===== src/rtl/dmem_port_arbiter.sv =====
// Purpose: shares the single dmem port between the core MEM stage (priority) and a debug/loader port.
// Latency: core access completes in the same cycle; debug is acked one cycle after it is served.
// Backpressure: cpu_stall_o makes the core hold its request; dbg_req_i is held until dbg_ack_o.
//
// Ports:
//   clk_i, reset_i                      clock, synchronous active-low reset
//   cpu_req_i/we_i/addr_i/wdata_i       core data request; cpu_rdata_o, cpu_stall_o back to core
//   dbg_req_i/we_i/addr_i/wdata_i       debug request; dbg_rdata_o, dbg_ack_o back to requester
//   mem_we_o/addr_o/wdata_o, mem_rdata_i  dmem port (combinational read, write at clock edge)
module dmem_port_arbiter #(
  parameter int AW       = 32,
  parameter int DW       = 32,
  parameter int MAX_WAIT = 4
) (
  input  logic          clk_i,
  input  logic          reset_i,
  input  logic          cpu_req_i,
  input  logic          cpu_we_i,
  input  logic [AW-1:0] cpu_addr_i,
  input  logic [DW-1:0] cpu_wdata_i,
  output logic [DW-1:0] cpu_rdata_o,
  output logic          cpu_stall_o,
  input  logic          dbg_req_i,
  input  logic          dbg_we_i,
  input  logic [AW-1:0] dbg_addr_i,
  input  logic [DW-1:0] dbg_wdata_i,
  output logic [DW-1:0] dbg_rdata_o,
  output logic          dbg_ack_o,
  output logic          mem_we_o,
  output logic [AW-1:0] mem_addr_o,
  output logic [DW-1:0] mem_wdata_o,
  input  logic [DW-1:0] mem_rdata_i
);

  localparam int CW = $clog2(MAX_WAIT + 1);
  localparam logic [CW-1:0] WAIT_MAX = CW'(MAX_WAIT);

  typedef enum logic {ARB, ACK} state_e;

  state_e        state_q, state_d;
  logic [CW-1:0] wait_cnt_q, wait_cnt_d;
  logic          dbg_ack_q, dbg_ack_d;
  logic [DW-1:0] dbg_rdata_q, dbg_rdata_d;

  logic serve_dbg;
  logic serve_cpu;

  always_comb begin
    serve_dbg   = 1'b0;
    serve_cpu   = 1'b0;
    state_d     = state_q;
    wait_cnt_d  = wait_cnt_q;
    dbg_ack_d   = 1'b0;
    dbg_rdata_d = dbg_rdata_q;

    if (state_q == ARB) begin
      // Starved debug request overrides the core's priority for one cycle.
      if (dbg_req_i && (wait_cnt_q == WAIT_MAX)) begin
        serve_dbg = 1'b1;
      end else if (cpu_req_i) begin
        serve_cpu = 1'b1;
      end else if (dbg_req_i) begin
        serve_dbg = 1'b1;
      end

      if (serve_dbg) begin
        state_d    = ACK;
        dbg_ack_d  = 1'b1;
        wait_cnt_d = '0;
        if (!dbg_we_i) begin
          dbg_rdata_d = mem_rdata_i;
        end
      end else if (!dbg_req_i) begin
        wait_cnt_d = '0;
      end else if (wait_cnt_q != WAIT_MAX) begin
        wait_cnt_d = wait_cnt_q + 1'b1;
      end
    end else begin
      // ACK cycle: the debug request line is stale, so only the core is considered.
      serve_cpu = cpu_req_i;
      state_d   = ARB;
    end
  end

  // Outputs: the address/data mux defaults to the core side when idle.
  assign mem_addr_o  = serve_dbg ? dbg_addr_i  : cpu_addr_i;
  assign mem_wdata_o = serve_dbg ? dbg_wdata_i : cpu_wdata_i;
  assign mem_we_o    = reset_i & (serve_dbg ? dbg_we_i : (serve_cpu & cpu_we_i));
  assign cpu_stall_o = reset_i & serve_dbg & cpu_req_i;
  assign cpu_rdata_o = mem_rdata_i;
  assign dbg_ack_o   = dbg_ack_q;
  assign dbg_rdata_o = dbg_rdata_q;

  always_ff @(posedge clk_i) begin
    if (!reset_i) begin
      state_q     <= ARB;
      wait_cnt_q  <= '0;
      dbg_ack_q   <= 1'b0;
      dbg_rdata_q <= '0;
    end else begin
      state_q     <= state_d;
      wait_cnt_q  <= wait_cnt_d;
      dbg_ack_q   <= dbg_ack_d;
      dbg_rdata_q <= dbg_rdata_d;
    end
  end

endmodule

===== config.mk =====
export PLATFORM = sky130hd
export DESIGN_NAME = dmem_port_arbiter
export DESIGN_NICKNAME = d
export VERILOG_FILES = /design/src/rtl/dmem_port_arbiter.sv
export SDC_FILE = /design/constraint.sdc
export NUM_CORES = 1
export LEC_CHECK = 0
export ABC_CLOCK_PERIOD_IN_PS = 1400
export BUFFER_PORTS_ARGS = -buffer_cell sky130_fd_sc_hd__buf_2
export CAP_MARGIN = 20
export CORE_AREA = 2 2 115 117
export DETAILED_ROUTE_END_ITERATION = 7
export DIE_AREA = 0 0 117 119
export MAX_ROUTING_LAYER = met4
export PLACE_DENSITY = 0.57
export RECOVER_POWER = 100
export SETUP_SLACK_MARGIN = 0.02
export SYNTH_ARGS = -nofsm -noshare
export SYNTH_HDL_FRONTEND = slang
export SYNTH_SLANG_ARGS = --single-unit
export TNS_END_PERCENT = 100

===== constraint.sdc =====
create_clock -name clk_i -period 1.4 [get_ports clk_i]
set_input_delay 0.07 -clock clk_i [delete_from_list [all_inputs] [get_ports clk_i]]
set_output_delay 0.07 -clock clk_i [all_outputs]
set_load 0.01 [all_outputs]

==> results.md <==
* Routed wire length at 10800 um
* WP data required at 1330 ps
* Slowest-stage cell, CP: mux2_2
* Syn Std Cell Area at 2560 um^2
* Most used cell, CP: buf_12
* Post-synth EDFFs at 0
* Internal Pwr Total at 0.00244 W
* CP endpoint kind: output port
* Fin crit period at 1990 ps
* Tcrit/Tclk final at 1.42
* Root Driver: clkbuf_16
* # H-tree levels at 2
* Cts bufs inserted at 5
* Leading area contributor after synthesis: dfxtp_1
* Simple-gate portion of the synthesized area at 0.133
* Hold_ws at 45.3 ps
* Synth-to-Final Area Change at 80.5%
* Global-route wire length before repair at 15100 um
* Detailed Routing Iterations Pass 1 at 4
* Vias in the first global route at 2942
* Post-synth ARST share at 0
* Max Fclk at 504 MHz
* Yosys Warn Count at 0
* PortBufs at 296
* Fin. Hold Viols at 0
* Via Count at 2927
* Yosys reg bits at 36
* Kind of critical path: reg -> out
* Switch share at 0.285
* Starting density of the core at 0.199
* Worst Setup Slack, final at -586 ps
* Mux contribution to synthesized area at 0.411
* Largest family of logic cells by synthesized area: multiplexers
* Slowest cell delay on critical path at 360 ps
* Worst Max-Slew Pin Slew at 246 ps
* # DRC at 0
* Dpl ws at -318 ps
* Largest net degree at the start of global routing at 55
* GRT Util Overall at 0.148
* Max-cap violations at 0
* Count of cell types in the netlist at 23
* Die area at 13900 um^2
* P_sw at 0.000972 W
* DIE HEIGHT at 119 um
* Syn_nets at 439
* Vias per inst at 4.02
* CTS clk-pin slew, worst paths at 60 ps
* Post-DP HPWL at 8560 um
* CTS tree: done
* Combinational Power Share at 0.351
* Multi-input gate area at 1650 um^2
* Ys flop type: dfxtp_1
* Synth Area in Adders at 0.00978
* Worst VDD drop at 0.457 mV
* Synth top cells by count: nand2_1, mux2_2, dfxtp_1
* Clk buf depth at 2
* Rel. slew slack at 0.835
* Grt ovf at 0
* Synth Area in XOR/XNOR at 0
* Slew Limit Fails at 0
* Most frequent cell after synthesis: nand2_1
* Synth top area share at 0.282
* CP Max Fanout at 16
* RSZ-0062 raised after global routing: yes
* Final setup fails at 98
* DRT antenna net count at 0
* Startpoint types: register
* Clk_skew at 1.85 ps
* Row cnt at 42
* I/O pin cnt at 297
* Register share of total power at 0.316
* Avg Cell Area, Syn at 9.44 um^2
* Arr. time, crit path at 1920 ps
* Failing checks: negative setup slack
* P per Cell Area at 739 nW/um^2
* Worst skew pair latency at 280 ps
* Placer Congestion at 0.880
* Sequential share of the synthesized area at 0.282
* Fillcell total at 1339
* Net count reported at finish at 718
* Num Clock Sinks at 36
* Post-synthesis compound-gate area fraction at 0.0191
* Leakage at 2.22 nW
* Layout cells sized above 1 at 0.617
* WL/cell at 14.8 um
* CP cell instances: inv_2 -> ha_4 -> a21boi_4 -> nor3b_4 -> buf_12 -> buf_12 -> mux2_2 -> buf_2
* DR iter-0 viols at 69
* Register area at 723 um^2
* Cells after synthesis at 271
* Final core occ at 0.359
* Most area-consuming cells after synthesis: dfxtp_1, mux2_2, mux2i_1
* Clock network power share at 0.334
* Die width at 117 um
* Status: finished with violations
* Initial antenna violation count at 1
* Worst hold path type: in -> reg
* Core area at 12900 um^2
==> critical path: cells and delay by family (launching register included) <==
kind / cells / cell delay [ps]
muxes: 1 / 360
buffers and inverters: 4 / 540
and+or+nand+nor: 1 / 220
DFF: 1 / 320
adders and majority gates: 1 / 140
AOI/OAI and AO/OA: 1 / 50
==> sequential cells by signal, summed over array words and instances (netlist names) <==
name	flops
wait_cnt_q	3
dbg_rdata_o	32
dbg_ack_o	1
==> through the flow <==
step | instances | power, W | cell area (um^2) | setup TNS [ps]
6_report | 728 | 0.00341 | 4620 | -48200
5_1_grt | 728 | 0.00359 | 4620 | -55680
4_1_cts | 729 | 0.00351 | 4760 | -50070
3_5_place_dp | 708 | 0.00219 | 4230 | -26950
3_3_place_gp | 708 | 0.00218 | 4230 | -23250
2_1_floorplan | 271 | 0.00169 | 2710 | -8290
==> cells by family after synthesis <==
logic type      after synthesis
buf+inv                      53
mux                          97
fa+ha+maj                     2
simple gates                 78
flops                        36
compound gates                5
==> cell usage in the layout (no fill, tap or decap), types with 2 or more instances in the layout <==
cell       Yosys  final
mux2_2        37     24
nand3_1        2      2
mux2i_1       33     32
inv_2          0      2
dfxtp_2        0      2
dfxtp_1       36     34
mux2_4         0     40
buf_2          4    213
clkbuf_16      0      5
a21boi_1       0      3
buf_12         0     10
clkbuf_1       8     65
buf_4         33     14
buf_6          6     21
nand2_1       68     68
==> routing by layer <==
metal | GRT usage | vias up | wire length (um)
li1 | - | 1441 | -
met2 | 0.280 | 150 | 5660
met3 | 0.0422 | 9 | 982
met1 | 0.148 | 1327 | 3980
met5 | - | - | 0
met4 | 0.0338 | 0 | 162
==> power groups by stage <==
stage | clock [W] | sequential [W] | combinational (W)
detailed placement | 0 | 0.00110 | 0.00109
global placement | 0 | 0.00110 | 0.00108
global route | 0.00123 | 0.00108 | 0.00128
CTS | 0.00119 | 0.00108 | 0.00124
finish | 0.00114 | 0.00108 | 0.00120
floorplan | 0 | 0.00111 | 0.000578
==> path summary, 6_finish.rpt <==
kind / slack [ps] / cells past startpoint / end / from
worst max-delay path: -590 / 8 / mem_addr_o[0] / wait_cnt_q[1]
worst min register to register: 450 / 2 / dbg_rdata_o[10] / dbg_rdata_o[10]
worst max register to register: -480 / 11 / dbg_rdata_o[14] / wait_cnt_q[1]
worst min-delay path: 50 / 3 / dbg_rdata_o[21] / mem_rdata_i[21]
==> repair_timing <==
item                                    4_1_cts  5_1_grt
cloned                                        3        0
endpoints found under the hold margin         0        0
setup buffers                                10        1
hold buffers                                  0        0
gates resized for setup                      39        6
pin swaps                                     1        3
endpoints found under the setup margin       98      102
==> cell type report <==
class / instances / share of cell area
diodes: 1 / 0.000542
clock buffers: 7 / 0.0309
clock inverters: 1 / 0.00163
inverters: 2 / 0.00163
multi-input cells: 182 / 0.358
flip-flops and latches: 36 / 0.157
well taps: 176 / 0.0477
repair buffers: 323 / 0.403
Note: power is estimated with default switching activity, not from simulation.
